`config.mk`:
```
export PLATFORM = sky130hd
export DESIGN_NAME = fft_host_ctrl
export DESIGN_NICKNAME = d
export VERILOG_FILES = /design/src/rtl/fft_host_ctrl.sv
export SDC_FILE = /design/constraint.sdc
export NUM_CORES = 1
export LEC_CHECK = 0
export CAP_MARGIN = 20
export CORE_AREA = 2 2 117 119
export DETAILED_ROUTE_END_ITERATION = 6
export DIE_AREA = 0 0 119 121
export GPL_TIMING_DRIVEN = 0
export PLACE_DENSITY = 0.72
export REMOVE_ABC_BUFFERS = 1
export SLEW_MARGIN = 20
export SYNTH_ARGS = -nofsm -noshare
export SYNTH_HDL_FRONTEND = slang
export SYNTH_SLANG_ARGS = --single-unit
```
`constraint.sdc`:
```
create_clock -name iCLK -period 2.49 [get_ports iCLK]
set_input_delay 0.498 -clock iCLK [delete_from_list [all_inputs] [get_ports iCLK]]
set_output_delay 0.498 -clock iCLK [all_outputs]
set_load 0.02 [all_outputs]
```
`src/rtl/fft_host_ctrl.sv`:
```
// fft_host_ctrl: host-side load/start/drain sequencer for the 4-bank radix-4 FFT core.
// Optional FFT_HOST_DIGIT_REV_EN: drain in base-4 digit-reversed storage order (natural frequency order out).
`default_nettype none

module fft_host_ctrl #(
   parameter int D_BIT = 17,
   parameter int A_BIT = 8
) (
   input  logic                 iCLK,
   input  logic                 iRESET,
   input  logic                 iGO,
   input  logic [D_BIT-2:0]     iS_DATA,
   input  logic                 iS_VALID,
   output logic                 oS_READY,
   output logic [D_BIT-2:0]     oFFT_DATA,
   output logic [A_BIT-1:0]     oFFT_ADDR_WR,
   output logic [3:0]           oFFT_WE,
   output logic [A_BIT-1:0]     oFFT_ADDR_RD,
   input  logic [D_BIT-1:0]     iFFT_RE_0,
   input  logic [D_BIT-1:0]     iFFT_RE_1,
   input  logic [D_BIT-1:0]     iFFT_RE_2,
   input  logic [D_BIT-1:0]     iFFT_RE_3,
   output logic                 oFFT_START,
   input  logic                 iFFT_RDY,
   output logic [D_BIT-1:0]     oM_DATA,
   output logic [A_BIT+1:0]     oM_INDEX,
   output logic                 oM_VALID,
   input  logic                 iM_READY,
   output logic                 oM_LAST,
   output logic                 oBUSY,
   output logic                 oDONE
);
   localparam int IW = A_BIT + 2;
   localparam logic [IW-1:0] LAST_IDX = '1;

   typedef enum logic [2:0] {S_IDLE, S_LOAD, S_KICK, S_WAIT, S_READ} state_t;

`ifdef FFT_HOST_DIGIT_REV_EN
   generate
      if (IW % 2 != 0) begin : g_bad_parity
         $error("fft_host_ctrl: digit reversal needs A_BIT+2 even");
      end
   endgenerate
`endif

   function automatic logic [IW-1:0] storage_idx(input logic [IW-1:0] k);
`ifdef FFT_HOST_DIGIT_REV_EN
      logic [IW-1:0] r;
      r = '0;
      for (int i = 0; i < IW / 2; i++) r[2*i +: 2] = k[IW-2-2*i +: 2];
      return r;
`else
      return k;
`endif
   endfunction

   state_t              state_q, state_d;
   logic [IW-1:0]       ld_idx_q, ld_idx_d;
   logic                wait_arm_q, wait_arm_d;
   logic [IW:0]         iss_cnt_q, iss_cnt_d;
   logic                rd_pend_q, rd_pend_d;
   logic [1:0]          rd_sel_q, rd_sel_d;
   logic [1:0]          fifo_cnt_q, fifo_cnt_d;
   logic                wr_ptr_q, wr_ptr_d, rd_ptr_q, rd_ptr_d;
   logic [D_BIT-1:0]    fifo_q [2];
   logic [D_BIT-1:0]    fifo_d [2];
   logic [IW-1:0]       out_idx_q, out_idx_d;
   logic                done_q, done_d;

   logic                load_hs, pop, issue;
   logic [2:0]          occ;
   logic [IW-1:0]       s_iss;
   logic [D_BIT-1:0]    rd_data;

   assign load_hs = iS_VALID && (state_q == S_LOAD);
   assign pop     = (fifo_cnt_q != 2'd0) && iM_READY;
   assign occ     = {1'b0, fifo_cnt_q} + {2'b00, rd_pend_q};
   // A word popped this cycle frees its slot, which keeps the drain at one word per cycle.
   assign issue   = (state_q == S_READ) && !iss_cnt_q[IW] &&
                    ((occ < 3'd2) || (pop && (occ == 3'd2)));
   assign s_iss   = storage_idx(iss_cnt_q[IW-1:0]);

   always_comb begin
      case (rd_sel_q)
         2'd0:    rd_data = iFFT_RE_0;
         2'd1:    rd_data = iFFT_RE_1;
         2'd2:    rd_data = iFFT_RE_2;
         default: rd_data = iFFT_RE_3;
      endcase
   end

   always_comb begin
      state_d    = state_q;
      ld_idx_d   = ld_idx_q;
      wait_arm_d = wait_arm_q;
      iss_cnt_d  = iss_cnt_q;
      rd_pend_d  = issue;
      rd_sel_d   = rd_sel_q;
      fifo_cnt_d = fifo_cnt_q + {1'b0, rd_pend_q} - {1'b0, pop};
      wr_ptr_d   = wr_ptr_q;
      rd_ptr_d   = rd_ptr_q;
      fifo_d     = fifo_q;
      out_idx_d  = out_idx_q;
      done_d     = 1'b0;

      if (issue) begin
         rd_sel_d  = s_iss[IW-1:A_BIT];
         iss_cnt_d = iss_cnt_q + 1'b1;
      end
      if (rd_pend_q) begin
         fifo_d[wr_ptr_q] = rd_data;
         wr_ptr_d         = ~wr_ptr_q;
      end
      if (pop) begin
         rd_ptr_d  = ~rd_ptr_q;
         out_idx_d = out_idx_q + 1'b1;
      end

      case (state_q)
         S_IDLE: if (iGO) begin
            state_d  = S_LOAD;
            ld_idx_d = '0;
         end
         S_LOAD: if (load_hs) begin
            ld_idx_d = ld_idx_q + 1'b1;
            if (ld_idx_q == LAST_IDX) state_d = S_KICK;
         end
         S_KICK: begin
            state_d    = S_WAIT;
            wait_arm_d = 1'b0;
         end
         S_WAIT: begin
            // A ready level left over from the previous frame is ignored in the first WAIT cycle.
            wait_arm_d = 1'b1;
            if (wait_arm_q && iFFT_RDY) begin
               state_d   = S_READ;
               iss_cnt_d = '0;
               out_idx_d = '0;
               wr_ptr_d  = 1'b0;
               rd_ptr_d  = 1'b0;
            end
         end
         S_READ: if (pop && (out_idx_q == LAST_IDX)) begin
            state_d = S_IDLE;
            done_d  = 1'b1;
         end
         default: state_d = S_IDLE;
      endcase
   end

   always_ff @(posedge iCLK or posedge iRESET) begin
      if (iRESET) begin
         state_q    <= S_IDLE;
         ld_idx_q   <= '0;
         wait_arm_q <= 1'b0;
         iss_cnt_q  <= '0;
         rd_pend_q  <= 1'b0;
         rd_sel_q   <= '0;
         fifo_cnt_q <= '0;
         wr_ptr_q   <= 1'b0;
         rd_ptr_q   <= 1'b0;
         fifo_q[0]  <= '0;
         fifo_q[1]  <= '0;
         out_idx_q  <= '0;
         done_q     <= 1'b0;
      end else begin
         state_q    <= state_d;
         ld_idx_q   <= ld_idx_d;
         wait_arm_q <= wait_arm_d;
         iss_cnt_q  <= iss_cnt_d;
         rd_pend_q  <= rd_pend_d;
         rd_sel_q   <= rd_sel_d;
         fifo_cnt_q <= fifo_cnt_d;
         wr_ptr_q   <= wr_ptr_d;
         rd_ptr_q   <= rd_ptr_d;
         fifo_q     <= fifo_d;
         out_idx_q  <= out_idx_d;
         done_q     <= done_d;
      end
   end

   assign oS_READY     = (state_q == S_LOAD);
   assign oFFT_WE      = load_hs ? (4'b0001 << ld_idx_q[IW-1:A_BIT]) : 4'b0000;
   assign oFFT_ADDR_WR = load_hs ? ld_idx_q[A_BIT-1:0] : '0;
   assign oFFT_DATA    = load_hs ? iS_DATA : '0;
   assign oFFT_ADDR_RD = s_iss[A_BIT-1:0];
   assign oFFT_START   = (state_q == S_KICK);
   assign oM_VALID     = (fifo_cnt_q != 2'd0);
   assign oM_DATA      = oM_VALID ? fifo_q[rd_ptr_q] : '0;
   assign oM_INDEX     = oM_VALID ? out_idx_q : '0;
   assign oM_LAST      = oM_VALID && (out_idx_q == LAST_IDX);
   assign oBUSY        = (state_q != S_IDLE);
   assign oDONE        = done_q;

endmodule

`default_nettype wire
```
# == Word-level counts from Yosys, hierarchy flattened ==
# Index checks and enable logic that the tools add are counted.
# op_classes
shifts,1
magnitude_cmp,4
reduce_logical,19
add_sub_neg,6
eq_ne,14
mux,36
bitwise_logic,4
# ops
cell,n
two-way mux 17 bit,5
two-way mux 10 bit,6
one-hot mux 17 bit (3 select lines),1
bitwise mux 34 bit,1
two-way mux 11 bit,3
"adder 10 x 1 -> 10 bit, second input constant",2
"== test 10 bit, second input constant",2
one-hot mux 10 bit (2 select lines),1
demux 17 bit (select 1 bit),1
two-way mux 16 bit,1
two-way mux 3 bit,5
one-hot mux 3 bit (5 select lines),1
"adder 11 x 1 -> 11 bit, second input constant",1
"== test 3 x 2 -> 1 bit, second input constant",3
logical AND 1 bit,9
two-way mux 1 bit,8
two-way mux 8 bit,1
"inequality test 2 x 1 -> 1 bit, second input constant",3
nonzero test 2 bit,3
AND reduction 5 bit,1
"greater-or-equal comparator 2 bit, second input constant",2
two-way mux 4 bit,1
"inequality test 2 bit, second input constant",2
NOT 1 -> 2 bit,2
18 further kinds,19
# totals
register_bits,77
output_inout_bits,69

# == Depth between registers and ports, before layout ==
# depth
word_depth,8
mapped_depth,8
mapped_depth_nobuf,7

# == Worst setup path before layout ==
# Ideal clock, no wire load.
# synth_path
path_type,register -> output
start,reg state_q[0]
end,out oFFT_DATA[10]
stages_incl_launch_ff,6
n_path_buf,2
t_arrival_ps,1820
path_slack_ps,172
path_cell_list,dfrtp_1 -> buf_6 -> or3b_2 -> inv_1 -> clkbuf_1 -> and3_1
# synth_via
elab_chain_len,3
# synth_rtl
item,line,text
start: declaration,57,"state_t state_q, state_d;"
start signal: assignment,167,state_q <= state_d;
== test 3 x 1 -> 1 bit,-,
named net oS_READY,14,"output logic oS_READY,"
logical AND 1 bit,75,assign load_hs = iS_VALID && (state_q == S_LOAD);
two-way mux 16 bit,185,assign oFFT_DATA = load_hs ? iS_DATA : '0;
end: declaration,15,"output logic [D_BIT-2:0] oFFT_DATA,"
# The timed path passes the listed nets, and every way through them passes these cells.

# == Final worst setup path ==
# layout_path
start,reg rd_ptr_q
end,out oM_DATA[1]
# layout_via
elab_chain_len,5
# layout_rtl
item,line,text
start: declaration,64,"logic wr_ptr_q, wr_ptr_d, rd_ptr_q, rd_ptr_d;"
start signal: assignment,175,rd_ptr_q <= rd_ptr_d;
NOT 1 -> 2 bit (implied by the code),189,assign oM_DATA = oM_VALID ? fifo_q[rd_ptr_q] : '0;
two-way mux 17 bit (implied by the code) (3 in series),189,
two-way mux 17 bit,189,
end: declaration,25,"output logic [D_BIT-1:0] oM_DATA,"
# No other way between the ends. The select of a mux whose other input is x is not followed.

==> impl_metrics.env <==
export IMPL_avgViaCountPerCell=5.13
export IMPL_ys_top_cells_by_area="dfrtp_1, mux2_2, mux4_2"
export IMPL_cts_clk_slew_worst_paths_ps=60
export IMPL_clock_skew_ps=8.54
export IMPL_postSynthCellCount=423
export IMPL_first_global_vias=3991
export IMPL_nets=672
export IMPL_fp_dieH_um=121
export IMPL_netlist_area_um2=4490
export IMPL_cts_buffers=9
export IMPL_leakage_nw=2.83
export IMPL_crit_arrival_ps=1910
export IMPL_reg2reg_depth=5
export IMPL_finalCriticalPeriod_ps=2410
export IMPL_cts_sinks=77
export IMPL_place_area_um2=6160
export IMPL_rsz0062_at_grt="no"
export IMPL_core_um2=13100
export IMPL_slew_viol_final=0
export IMPL_final_common_cell="clkdlybuf4s50_1"
export IMPL_post_route_period_util_pct=96.8
export IMPL_gp_congestion=0.841
export IMPL_synth_cell_types=47
export IMPL_clockBufferDepth=2
export IMPL_io_buffers=158
export IMPL_path_class="flip-flop to output port"
export IMPL_area_growth_pct=46.0
export IMPL_slowest_delay_ps=650
export IMPL_powerDensity_nw_per_um2=833
export IMPL_yosysWarnings=0
export IMPL_ctsHoldBuffers=0
export IMPL_cp_depth=3
export IMPL_synth_seq_cells=77
export IMPL_ant_nets=0
export IMPL_wirelength_mm=12.2
export IMPL_wire_per_inst_um=16.2
export IMPL_num_rows=42
export IMPL_grt_usage_pct=17.5
export IMPL_hold_viol=0
export IMPL_drv_cap=0
export IMPL_synth_edf_count=0
export IMPL_worstPathMaxFanout=18
export IMPL_irDropWorstVdd_mv=0.337
export IMPL_layout_common_cells="clkdlybuf4s50_1, dfrtp_1, nor2_1"
export IMPL_yosysSeqAreaShare_pct=42.9
export IMPL_start_kind="flip-flop"
export IMPL_die_area_um2=14400
export IMPL_grt_max_degree=46
export IMPL_setup_tns_ps=0
export IMPL_final_layout_size_suffix_gt1_share_pct=21.0
export IMPL_grt_pass1_wl_mm=20.1
export IMPL_crit_buf_inv=1
export IMPL_antennaDiodeCount=0
export IMPL_initial_core_util_pct=34.3
export IMPL_yosys_area_top_type="dfrtp_1"
export IMPL_drc_errors=0
export IMPL_ys_flop_type="dfrtp_1"
export IMPL_cpLargestDelayFamily="buffers and inverters"
export IMPL_crit_chain="mux2i_1 -> nor2_1 -> clkdlybuf4s50_1"
export IMPL_design_area_um2=6560
export IMPL_cp_required_ps=1990
export IMPL_drt_initial_drc_count=178
export IMPL_hold_path_class="flip-flop to flip-flop"
export IMPL_fmax_ghz=0.415
export IMPL_clk_latency_ps=330
export IMPL_dp_cells=723
export IMPL_hold_depth=1
export IMPL_cts_root_buf="clkbuf_16"
export IMPL_slew_headroom_pct=43.2
export IMPL_vias=3864
export IMPL_layout_cells_non_filler=753
export IMPL_outcome="complete, no violations"
export IMPL_setup_viol=0
export IMPL_die_w_um=119
export IMPL_h_tree_depth=3
export IMPL_dp_hpwl_mm=8.78
export IMPL_syn_area_per_cell_um2=10.6
export IMPL_slowest_stage="clkdlybuf4s50_1"
export IMPL_critPathCaptureType="output port"
export IMPL_synth_top_area_share_pct=42.9
export IMPL_max_slew_worst_pin_slew_ps=852
export IMPL_antenna_found_initial=0
export IMPL_dr_pass1_iters=4
export IMPL_async_reset_ff_share_pct=100
export IMPL_grt_ovfl_total=0
export IMPL_cts_tree="done"
export IMPL_io_pins=159
## layer usage
layer / track usage (%) / vias up / share of wire, % / wire, um
li1: - / 1821 / - / -
met1: 19.8 / 1877 / 41 / 4980
met2: 31.8 / 153 / 50 / 6080
met3: 5.26 / 13 / 8.5 / 1040
met4: 5.13 / 0 / 1.1 / 133
met5: 0 / - / 0 / 0
## sequential cells by signal, summed over array words and instances (netlist names)
register    cells
ld_idx_q       10
rd_sel_q        2
rd_pend_q       1
oDONE           1
fifo_q         34
rd_ptr_q        1
fifo_cnt_q      2
wr_ptr_q        1
state_q         3
iss_cnt_q      11
wait_arm_q      1
out_idx_q      10
## where the power goes
group / total, mW / switching (mW) / internal (mW)
clock: 1.30 / 0.499 / 0.805
combinational: 2.26 / 1.12 / 1.14
sequential: 1.90 / 0.350 / 1.55
## cells by family after synthesis
kind of cell | count (synthesis) | share of synthesized area, %
compound gates | 50 | 6.52
xor+xnor | 10 | 1.95
fa+ha+maj | 10 | 2.78
buf+inv | 48 | 5.32
flops | 77 | 42.9
mux | 73 | 22.0
simple gates | 155 | 18.5
## final cells by class
| cell class | instances | area [um^2] |
|---|---|---|
| repair buffers | 172 | 1650 |
| inverters | 12 | 51.3 |
| fillers | 1165 | 6530 |
| clock buffers | 11 | 243 |
| clock inverters | 5 | 60.1 |
| well taps | 176 | 220 |
| multi-input cells | 299 | 2390 |
| flip-flops and latches | 77 | 1940 |
| repair inverters | 1 | 7.51 |
## path summary, 6_finish.rpt
| kind | slack [ps] | end | from |
|---|---|---|---|
| hold reg to reg | 490 | state_q[0] | state_q[2] |
| hold / removal | 490 | state_q[0] | state_q[2] |
| setup / recovery | 80 | oM_DATA[1] | rd_ptr_q |
| max in group asynchronous | 1370 | rd_sel_q[0] | iRESET |
| min in group asynchronous | 540 | out_idx_q[6] | iRESET |
| setup reg to reg | 310 | rd_sel_q[1] | state_q[1] |
## worst register-to-register path, cell delays in order, from the launching register on
cell and delay [ps]:
dfrtp_2 410, buf_4 160, or3b_1 430, or2_1 370, nor2_1 330, mux2_2 370
## cells in the mapped netlist, types with 6 or more instances
cell	number
nor2b_1	10
nand4_1	6
o21ai_0	18
o31ai_1	8
nand3_1	8
xnor2_1	9
dfrtp_1	77
mux4_2	17
mux2i_1	19
ha_1	10
a21oi_1	15
inv_1	11
or3_1	6
buf_4	8
mux2_2	37
nand2_1	23
clkbuf_1	17
and3_1	28
nor2_1	40
or4_1	6
## stage by stage
step	total power [mW]	hold slack, ps	worst slack [ps]	util, %
after global placement	3.96	488	-1290	46.6
after global routing	5.82	512	5.10	50.1
final	5.46	494	80.1	50.1
after detailed placement	4.06	494	-729	47.1
after CTS	5.53	507	-10.8	50.2
after floorplan	3.03	476	-172	-
## repair_timing
action / in CTS / in global routing
pin swaps: 2 / 2
endpoints found under the setup margin: 59 / 38
gates resized for setup: 71 / 22
cloned: 2 / 0
setup buffers: 8 / 4
Note: power is estimated with default switching activity, not from simulation.
